## config.mk

```make
export PLATFORM = sky130hd
export DESIGN_NAME = prog_loader
export DESIGN_NICKNAME = d
export VERILOG_FILES = /design/src/rtl/prog_loader.sv
export SDC_FILE = /design/constraint.sdc
export NUM_CORES = 1
export LEC_CHECK = 0
export ABC_CLOCK_PERIOD_IN_PS = 3420
export CORE_UTILIZATION = 45
export CTS_BUF_LIST = sky130_fd_sc_hd__clkbuf_16
export DETAILED_ROUTE_END_ITERATION = 16
export PLACE_DENSITY = 0.71
export SETUP_SLACK_MARGIN = 0.15
export SYNTH_ARGS = -nofsm -noshare
export SYNTH_HDL_FRONTEND = slang
export SYNTH_SLANG_ARGS = --single-unit
```

## constraint.sdc

```tcl
create_clock -name CLOCK_50M -period 3.42 [get_ports CLOCK_50M]
set_input_delay 0.342 -clock CLOCK_50M [delete_from_list [all_inputs] [get_ports CLOCK_50M]]
set_output_delay 0.342 -clock CLOCK_50M [all_outputs]
set_load 0.02 [all_outputs]
```

## src/rtl/prog_loader.sv

```systemverilog
// Instruction-RAM loader: writes one word per wr_key rising edge while in LOAD,
// then sequences the read address over the loaded words on step_key edges in RUN.
module prog_loader #(
  parameter int DATA_W = 10,
  parameter int ADDR_W = 5,
  parameter int DEPTH  = 32
) (
  input  logic              CLOCK_50M,
  input  logic              Resetn,
  input  logic              load_en,
  input  logic              run_en,
  input  logic              wr_key,
  input  logic [DATA_W-1:0] wr_data,
  input  logic              step_key,
  output logic              mem_we,
  output logic [ADDR_W-1:0] mem_addr,
  output logic [DATA_W-1:0] mem_wdata,
  output logic [ADDR_W:0]   word_count,
  output logic              full,
  output logic              loading,
  output logic              running
);

  typedef enum logic [1:0] {
    IDLE = 2'd0,
    LOAD = 2'd1,
    RUN  = 2'd2
  } state_t;

  localparam logic [ADDR_W:0] FULL_CNT = (ADDR_W+1)'(DEPTH);

  state_t            state;
  logic              wr_prev;
  logic              step_prev;
  logic [ADDR_W-1:0] wr_ptr;
  logic [ADDR_W-1:0] rd_ptr;
  logic              wr_edge;
  logic              step_edge;
  logic              rd_last;

  // Key inputs are levels; an event is a rising edge against last cycle's level.
  assign wr_edge   = wr_key & ~wr_prev;
  assign step_edge = step_key & ~step_prev;
  assign rd_last   = ({1'b0, rd_ptr} == (word_count - 1'b1));

  always_ff @(posedge CLOCK_50M) begin
    if (!Resetn) begin
      state      <= IDLE;
      wr_prev    <= 1'b1;
      step_prev  <= 1'b1;
      wr_ptr     <= '0;
      rd_ptr     <= '0;
      mem_we     <= 1'b0;
      mem_addr   <= '0;
      mem_wdata  <= '0;
      word_count <= '0;
      full       <= 1'b0;
      loading    <= 1'b0;
      running    <= 1'b0;
    end else begin
      wr_prev   <= wr_key;
      step_prev <= step_key;
      mem_we    <= 1'b0;
      case (state)
        IDLE: begin
          if (load_en) begin
            state      <= LOAD;
            loading    <= 1'b1;
            wr_ptr     <= '0;
            word_count <= '0;
            full       <= 1'b0;
            mem_addr   <= '0;
          end else if (run_en && (word_count != '0)) begin
            state    <= RUN;
            running  <= 1'b1;
            rd_ptr   <= '0;
            mem_addr <= '0;
          end
        end
        LOAD: begin
          // Dropping load_en takes priority; a coincident key edge is lost.
          if (!load_en) begin
            state   <= IDLE;
            loading <= 1'b0;
          end else if (wr_edge && !full) begin
            mem_we     <= 1'b1;
            mem_addr   <= wr_ptr;
            mem_wdata  <= wr_data;
            wr_ptr     <= wr_ptr + 1'b1;
            word_count <= word_count + 1'b1;
            full       <= ((word_count + 1'b1) == FULL_CNT);
          end
        end
        RUN: begin
          if (!run_en || load_en) begin
            state    <= IDLE;
            running  <= 1'b0;
            rd_ptr   <= '0;
            mem_addr <= '0;
          end else if (step_edge) begin
            rd_ptr   <= rd_last ? '0 : rd_ptr + 1'b1;
            mem_addr <= rd_last ? '0 : rd_ptr + 1'b1;
          end
        end
        default: begin
          state   <= IDLE;
          loading <= 1'b0;
          running <= 1'b0;
        end
      endcase
    end
  end

endmodule

```

==> results.cfg, run 1 <==
[setup_path]
slowest_delay_ps = 550
cp-end-kind = flop
cpMaxStageDelayCell = dfxtp_1
crit_fanout = 10
crit_type = reg2reg
path_delay_family = compound AO/OA/AOI/OAI gates
path_buf_inv = 1
path_cells = inv_1 -> ha_1 -> o21ba_1 -> a221oi_2 -> a41oi_2 -> o31ai_4 -> nor3_1 -> a221o_1
crit_required_ps = 3590
critPathArrivalTime_ps = 2710
cp-start-kind = flop

[power]
switchingPower_uw = 231
power.share.clock = 0.447
ir_drop_v = 0.000212
p_seq_frac = 0.464
internal_power_uw = 767
sw_frac_of_total = 0.232
powerDensity_nw_per_um2 = 378
p_comb_frac = 0.089
leakage_nw = 0.958

[final_layout]
finalNonFillerCells = 333
num_antenna_cells = 0
drive_gt1_frac = 0.0569
nets = 305
syn_to_final_growth_pct = 27.9
fin_util = 0.601

[sta]
max_slew.worst_pin.slew_ps = 699
fin_setup_tns_ps = 0
fin_worst_skew_ps = 5.75
hold_viol = 0
drv_slew = 0
relSlewSlack = 0.531
fmax_ghz = 0.393
period_needed_ps = 2540
whs_ps = 449
setup_viol = 0
post-route-period-util = 0.744
rsz0062_at_grt = false

[place]
gp_congestion = 0.808
placedCellCount = 325
port_buffers = 40
place_hpwl_um = 3270

[routing]
ant_nets = 0
drt_iter0_drc = 119
wirelength_um = 4680
wl_per_cell_um = 14.1
via_count = 1798
drc = 0
firstDrtPassIters = 4
routed_via_density = 5.40

[die]
rows = 24
initial_core_util = 0.470
core_area_um2 = 4380
die_w_um = 69.7
io_pins = 41
die_h_um = 69.7
die_area_um2 = 4860

[clocking]
clock_latency_ps = 280
path_clk_slew_ps = 60
cts_resized = 0
clock_sinks = 39
clockBufferDepth = 2
cts_made_buffers = 5
htreeDepth = 2
tritoncts = done
hold_buffers = 0
post_cts_buffers = 0
cts-root-buf = clkbuf_16

[yosys]
syn_nets = 265
synth_simple_gate_area_share = 0.243
synth-seq-cells = 39
synth_flop_cell = dfxtp_1
syn_inst = 240
avgSynthCellArea_um2 = 8.59
ys_seq_area_frac = 0.379
synth.distinct_cells = 45
synth_adder_area_share = 0.0546
postSynth.asyncResetShare = 0
syn_area_um2 = 2060
yosysWarnings = 0
synth_compound_area_frac = 0.220
synth_top_family_by_area = simple AND/OR/NAND/NOR gates
synthXorXnorAreaFrac = 0.0631
synthMuxAreaShare = 0
synth_edf_count = 0

[global_route]
antenna_found_initial = 0
grt_overflow = 0
grt_pass1_vias = 1786
track_usage = 0.213
grt_pass1_wl_um = 8220
grt_max_degree = 35

[min_path]
hold_path.class = reg2reg

[job]
drv_cap = 0

[outcome]
status = finished, final reports clean
layout by cell type (no fill, tap or decap), drive strengths merged, types with 2 or more instances in the layout:
| cell type | Yosys | layout |
|---|---|---|
| inv | 8 | 9 |
| nand2b | 4 | 4 |
| o211ai | 2 | 2 |
| a21o | 2 | 2 |
| or3 | 4 | 4 |
| nand3 | 11 | 11 |
| nor2 | 14 | 14 |
| a21oi | 9 | 9 |
| buf | 4 | 3 |
| nand4 | 2 | 2 |
| o21ai | 9 | 9 |
| clkdlybuf4s50 | 0 | 40 |
| nand2 | 37 | 37 |
| a21boi | 21 | 21 |
| a221o | 3 | 3 |
| nor3b | 2 | 2 |
| and2 | 5 | 5 |
| o31ai | 4 | 4 |
| xor2 | 11 | 11 |
| nor2b | 9 | 9 |
| a31oi | 2 | 2 |
| dfxtp | 39 | 39 |
| clkbuf | 6 | 5 |
| clkinv | 0 | 2 |
| xnor2 | 3 | 3 |
| ha | 9 | 9 |
| nor3 | 7 | 7 |
layout make-up:
type | instances | area, um^2
Clock buffer | 5 | 125
Clock inverter | 3 | 16.3
Fill cell | 406 | 1750
Inverter | 8 | 30.0
Multi-Input combinational cell | 183 | 1200
Sequential cell | 39 | 781
Tap cell | 52 | 65.1
Timing Repair Buffer | 43 | 423
per-stage QoR:
| stage | area [um^2] | total power, mW | setup WS (ps) |
|---|---|---|---|
| finish | 2640 | 0.998 | 877 |
| global route | 2640 | 1.04 | 711 |
| CTS | 2640 | 1.01 | 872 |
| detailed placement | 2490 | 0.561 | 834 |
| global placement | 2490 | 0.561 | 886 |
| floorplan | 2060 | 0.523 | 1010 |
cell usage after synthesis (3+ instances only):
cell type | n | area share
dfxtp_1 | 39 | 0.38
nand2_1 | 37 | 0.067
a21boi_1 | 18 | 0.066
nor2_1 | 14 | 0.025
nand3_1 | 11 | 0.027
xor2_1 | 10 | 0.042
a21oi_1 | 9 | 0.022
ha_1 | 9 | 0.055
nor2b_1 | 9 | 0.027
inv_1 | 8 | 0.015
clkbuf_1 | 6 | 0.011
nor3_1 | 6 | 0.015
and2_1 | 5 | 0.015
o21ai_0 | 5 | 0.012
nand2b_1 | 4 | 0.012
o21ai_1 | 4 | 0.0097
a21boi_0 | 3 | 0.011
a221o_1 | 3 | 0.015
o31ai_1 | 3 | 0.011
or3_1 | 3 | 0.0091
xnor2_1 | 3 | 0.013
tightest hold or removal path, delay by kind of cell, from the launching register on:
family           cells  cell delay (ps)
AO/OA/AOI/OAI        1               50
flip-flops           1              300
AND/OR/NAND/NOR      1               50
layer usage:
| layer | global-route usage | share of wire | vias to the layer above | wire length [um] |
|---|---|---|---|---|
| met3 | 0.0741 | 0.061 | 13 | 284 |
| li1 | - | - | 916 | - |
| met4 | 0.0867 | 0.028 | 0 | 129 |
| met5 | 0 | 0 | - | 0 |
| met2 | 0.323 | 0.44 | 53 | 2080 |
| met1 | 0.278 | 0.47 | 816 | 2190 |
power by group through the flow:
stage / clock network, mW / registers [mW] / logic, mW
6_report: 0.446 / 0.463 / 0.0890
5_1_grt: 0.483 / 0.463 / 0.0977
4_1_cts: 0.456 / 0.463 / 0.0891
3_5_place_dp: 0 / 0.473 / 0.0882
3_3_place_gp: 0 / 0.473 / 0.0884
2_1_floorplan: 0 / 0.476 / 0.0471
kinds of logic after synthesis:
group | Yosys count
buf+inv | 18
fa+ha+maj | 9
xor+xnor | 14
simple gates | 99
compound gates | 61
flops | 39
registers in the layout (all words and copies together), names as in the netlist:
| register | flops |
|---|---|
| state | 2 |
| mem_we | 1 |
| wr_prev | 1 |
| word_count | 6 |
| step_prev | 1 |
| wr_ptr | 5 |
| loading | 1 |
| running | 1 |
| rd_ptr | 5 |
| full | 1 |
| mem_addr | 5 |
| mem_wdata | 10 |
path summary, 6_finish.rpt:
check	end	cells past startpoint	slack, ps	from
worst max-delay path	mem_addr[4]	8	880	word_count[1]
worst min-delay path	mem_wdata[2]	2	450	mem_wdata[2]
worst max register to register	mem_addr[4]	8	880	word_count[1]
worst min register to register	mem_wdata[2]	2	450	mem_wdata[2]
(Power assumes the default switching activity.)
==> inputs of run 2 (changes only) <==
Settings changed: ABC_CLOCK_PERIOD_IN_PS 3420 to 2300, PLACE_DENSITY 0.71 to 0.74.
Clock period 3.42 ns to 2.3 ns, I/O delays scaled along.
==> run 2 against run 1 <==
Global-route usage fell by 0.68 points. Combinational power rose by 61%. Via count rose by 1.9%. Core utilization rose by 2.4 points. Power rose by 58%. Register-to-register slack got worse by 570 ps. Wire length fell by 2.1%. Sequential cell count did not move. Die area did not move. Non-clock buffer count rose by 10. Clock power rose by 67%. Critical path type unchanged. Highest routed layer unchanged.
==> results.cfg, run 2 (same netlist as run 1, synthesis figures left out) <==
[global_route]
grt_pass1_vias = 1763
grt_overflow = 0
antenna_found_initial = 0
grt_max_degree = 16
track_usage = 0.207
grt_pass1_wl_um = 7990

[place]
placedCellCount = 333
place_ws_ps = 77.3
place_hpwl_um = 3300
gp_congestion = 0.963
postPlaceCellArea_um2 = 2560
port_buffers = 40

[setup_path]
reg2reg_to = mem_addr[4]
cp-end-kind = flop
crit_fanout = 8
r2r_cells = 8
cp-start-kind = flop
crit_required_ps = 2470
crit_type = reg2reg
rrSetupSlack_ps = 300
slowest_delay_ps = 360
path_cells = inv_1 -> ha_2 -> o21ba_1 -> a221oi_2 -> a41oi_2 -> o31ai_4 -> nor3_1 -> a221o_1
crit-reg2reg-launch = word_count[0]
cpMaxStageDelayCell = o31ai_4
critPathArrivalTime_ps = 2160
worstSetupStartpoint = word_count[0]

[power]
powerDensity_nw_per_um2 = 575
leakage_nw = 1.02
switchingPower_uw = 358
internal_power_mw = 1.22
p_total_mw = 1.58
ir_drop_v = 0.000522
sw_frac_of_total = 0.227
p_seq_frac = 0.436
p_comb_frac = 0.091
power.share.clock = 0.473

[sta]
post-route-period-util = 0.867
max_slew.worst_pin.slew_ps = 366
whs_ps = 450
relSlewSlack = 0.756
drv_slew = 0
rsz0062_at_grt = false
fin_worst_skew_ps = 3.64
hold_viol = 0
fin_setup_tns_ps = 0
fmax_ghz = 0.501
fin_ws_ps = 305
setup_viol = 0
period_needed_ps = 2000

[job]
drv_cap = 0

[final_layout]
num_antenna_cells = 0
largest_register_ffs = 10
finalNonFillerCells = 343
final_area_um2 = 2740
syn_to_final_growth_pct = 32.9
layout_commonest_cell = clkdlybuf4s50_1
largest_register = mem_wdata
layout_common_cells = clkdlybuf4s50_1, nand2_1, dfxtp_1
drive_gt1_frac = 0.107
fin_util = 0.625
nets = 315
largestRegisters = mem_wdata: 10 flops, word_count: 6 flops

[routing]
wirelength_um = 4590
firstDrtPassIters = 4
drc = 0
wl_per_cell_um = 13.4
via_count = 1832
ant_nets = 0
routed_via_density = 5.34
drt_iter0_drc = 89

[die]
die_w_um = 69.7
initial_core_util = 0.470
die_h_um = 69.7
die_area_um2 = 4860
rows = 24
io_pins = 41
core_area_um2 = 4380

[clocking]
tritoncts = done
htreeDepth = 2
clock_sinks = 39
clockBufferDepth = 2
cts_made_buffers = 5
hold_buffers = 0
clock_latency_ps = 280
cts-root-buf = clkbuf_16
path_clk_slew_ps = 60

[min_path]
min_to = mem_addr[1]
min_from = mem_addr[1]
hold_path.class = reg2reg
hold_path_depth = 2

[outcome]
status = finished, final reports clean
==> run 2: how the worst max path moves through the flow <==
stage | slack (ps) | to | depth (start not counted)
3_3_place_gp | 150 | mem_addr[4] | 8
2_1_floorplan | 170 | mem_addr[2] | 9
4_1_cts | 180 | mem_addr[4] | 8
5_1_grt | 170 | mem_addr[4] | 8
6_report | 300 | mem_addr[4] | 8
3_5_place_dp | 80 | mem_addr[4] | 8
==> run 2: repair_timing <==
item                       CTS  global route
setup endpoints to repair    3             6
buffers inserted             2             0
pin swaps                    1             1
gates resized for setup      0             1
gates cloned                 0             0
==> run 2: worst max-delay path: cells and delay by family (launching register included) <==
kind	cells	cell delay [ps]
and+or+nand+nor	1	110
adders and majority gates	1	210
AOI/OAI and AO/OA	5	1170
DFF	1	340
buffers and inverters	1	50
==> run 2: area by class of cell <==
cell class,instances,area (um^2)
timing repair buffer,53,498
fill,366,1640
sequential,39,786
clock buffer,6,150
inverter,8,30.0
clock inverter,2,13.8
multi-input combinational,183,1200
tap,52,65.1
==> run 2: power groups by stage <==
stage	combinational (mW)	sequential (mW)	clock (mW)
2_1_floorplan	0.0703	0.706	0
3_3_place_gp	0.140	0.702	0
3_5_place_dp	0.140	0.703	0
4_1_cts	0.142	0.687	0.764
5_1_grt	0.156	0.688	0.787
6_report	0.143	0.687	0.745
==> run 2: per-layer routing <==
metal / up-vias / global-route usage / wire [um]
li1: 938 / - / -
met1: 842 / 0.272 / 2180
met2: 45 / 0.334 / 2180
met3: 7 / 0.0392 / 153
met4: 0 / 0.0800 / 78
met5: - / 0 / 0
==> inputs of run 3 (changes only) <==
Settings changed: CORE_UTILIZATION 45 to 40, HOLD_SLACK_MARGIN set to 0.15, PLACE_DENSITY 0.74 to 0.67.
==> run 3 against run 2 <==
Fmax shrank 0.25%. Global-route usage fell by 0.76 points. Die area up 12%. Sequential cell count stayed put. Worst hold slack improved by 1.8 ps. Combinational power grew 3%. Via count grew 2.6%. Clock power is 12% higher. Cell count is 5.5% higher. Register-to-register slack barely moved. Worst setup slack worse by 5.0 ps. Critical endpoint is now mem_addr[2].
==> results.cfg, run 3 (same netlist as run 1, synthesis figures left out) <==
[routing]
wirelength_um = 4890
drc = 0
routed_via_density = 5.19
firstDrtPassIters = 5
drt_iter0_drc = 117
ant_nets = 0
wl_per_cell_um = 13.5
via_count = 1880

[clocking]
tritoncts = done
clockBufferDepth = 2
clock_latency_ps = 280
path_clk_slew_ps = 60
htreeDepth = 2
cts-root-buf = clkbuf_16
cts_made_buffers = 5
clock_sinks = 39

[final_layout]
num_antenna_cells = 0
largest_register_ffs = 10
largest_register = mem_wdata
layout_commonest_cell = clkdlybuf4s50_1
layout_common_cells = clkdlybuf4s50_1, nand2_1, dfxtp_1
final-seq-area_um2 = 786
nets = 319
finalNonFillerCells = 362
fill_cells = 420
largestRegisters = mem_wdata: 10 flops, word_count: 6 flops
drive_gt1_frac = 0.119
multi_input_area_um2 = 1210
fin_util = 0.581
final_area_um2 = 2820
syn_to_final_growth_pct = 36.7

[place]
place_hpwl_um = 3530
gp_congestion = 0.873
place_ws_ps = 163
placedCellCount = 351
postPlaceCellArea_um2 = 2600
port_buffers = 40

[outcome]
status = finished, final reports clean

[power]
switchingPower_uw = 342
p_seq_frac = 0.412
powerDensity_nw_per_um2 = 592
ir_drop_v = 0.000443
sw_frac_of_total = 0.205
p_total_mw = 1.67
leakage_nw = 1.04
p_comb_frac = 0.088
power.share.clock = 0.500
internal_power_mw = 1.33

[setup_path]
cp-start-kind = flop
slowest_delay_ps = 360
path_cells = inv_1 -> ha_2 -> nand3_1 -> a221oi_2 -> a41oi_2 -> o31ai_4 -> nor3_1 -> a221o_1
path_delay_family = compound AO/OA/AOI/OAI gates
crit_type = reg2reg
critPathArrivalTime_ps = 2170
crit_required_ps = 2470
cpMaxStageDelayCell = o31ai_4
crit_fanout = 5
path_buf_inv = 1
cp-end-kind = flop

[die]
core_area_um2 = 4850
die_area_um2 = 5450
initial_core_util = 0.425
rows = 25
die_w_um = 73.8
die_h_um = 73.8
io_pins = 41

[sta]
fin_ws_ps = 300
max_slew.worst_pin.slew_ps = 358
fin_setup_tns_ps = 0
setup_viol = 0
rsz0062_at_grt = false
hold_viol = 0
drv_slew = 0
whs_ps = 452
fin_worst_skew_ps = 4.01
fmax_ghz = 0.500
period_needed_ps = 2000
relSlewSlack = 0.761
post-route-period-util = 0.870

[global_route]
grt_overflow = 0
track_usage = 0.199
grt_pass1_vias = 1792
antenna_found_initial = 0
grt_max_degree = 19
grt_pass1_wl_um = 8090

[min_path]
hold_path.class = reg2reg

[job]
drv_cap = 0
[run 3: cell types whose count changed in the layout (fill, tap and decap cells not counted), sizes merged]
cell / previous run / this run
inv: 8 / 9
o31ai: 4 / 5
buf: 13 / 16
bufinv: 0 / 1
clkinv: 2 / 0
[run 3: worst paths after layout]
check | startpoint | to | slack (ps) | cells past startpoint
setup / recovery | word_count[0] | mem_addr[2] | 300 | 8
hold / removal | mem_wdata[5] | mem_wdata[5] | 450 | 2
setup reg to reg | word_count[0] | mem_addr[2] | 300 | 8
hold reg to reg | mem_wdata[5] | mem_wdata[5] | 450 | 2
[run 3: layout make-up]
type	count	area share
clock inverter	2	0.0120
inverter	8	0.0107
multi-input combinational	184	0.431
tap	67	0.0297
clock buffer	6	0.0533
sequential	39	0.279
timing repair buffer	56	0.185
[run 3: worst min-delay path: stages (launching register included)]
cell	delay, ps
dfxtp_1	310
nand2_1	50
a21boi_1	50
[run 3: timing repair]
action | 4_1_cts | 5_1_grt
buffers inserted | 0 | 2
setup endpoints to repair | 0 | 5
resized for setup | 0 | 2
hold buffers | 0 | 0
[run 3: per-layer routing]
layer | share of wire | wire length, um | GRT usage | vias to the layer above
li1 | - | - | - | 945
met5 | 0 | 0 | 0 | -
met2 | 0.46 | 2240 | 0.309 | 66
met1 | 0.47 | 2290 | 0.266 | 862
met4 | 0.018 | 87 | 0.0940 | 0
met3 | 0.057 | 279 | 0.0370 | 7
[run 3: power by group through the flow]
| stage | Combinational, mW | Clock [mW] | Sequential [mW] |
|---|---|---|---|
| after CTS | 0.145 | 0.847 | 0.688 |
| final | 0.147 | 0.834 | 0.688 |
| after global routing | 0.160 | 0.878 | 0.689 |
| after floorplan | 0.0703 | 0 | 0.706 |
| after global placement | 0.144 | 0 | 0.702 |
| after detailed placement | 0.144 | 0 | 0.702 |
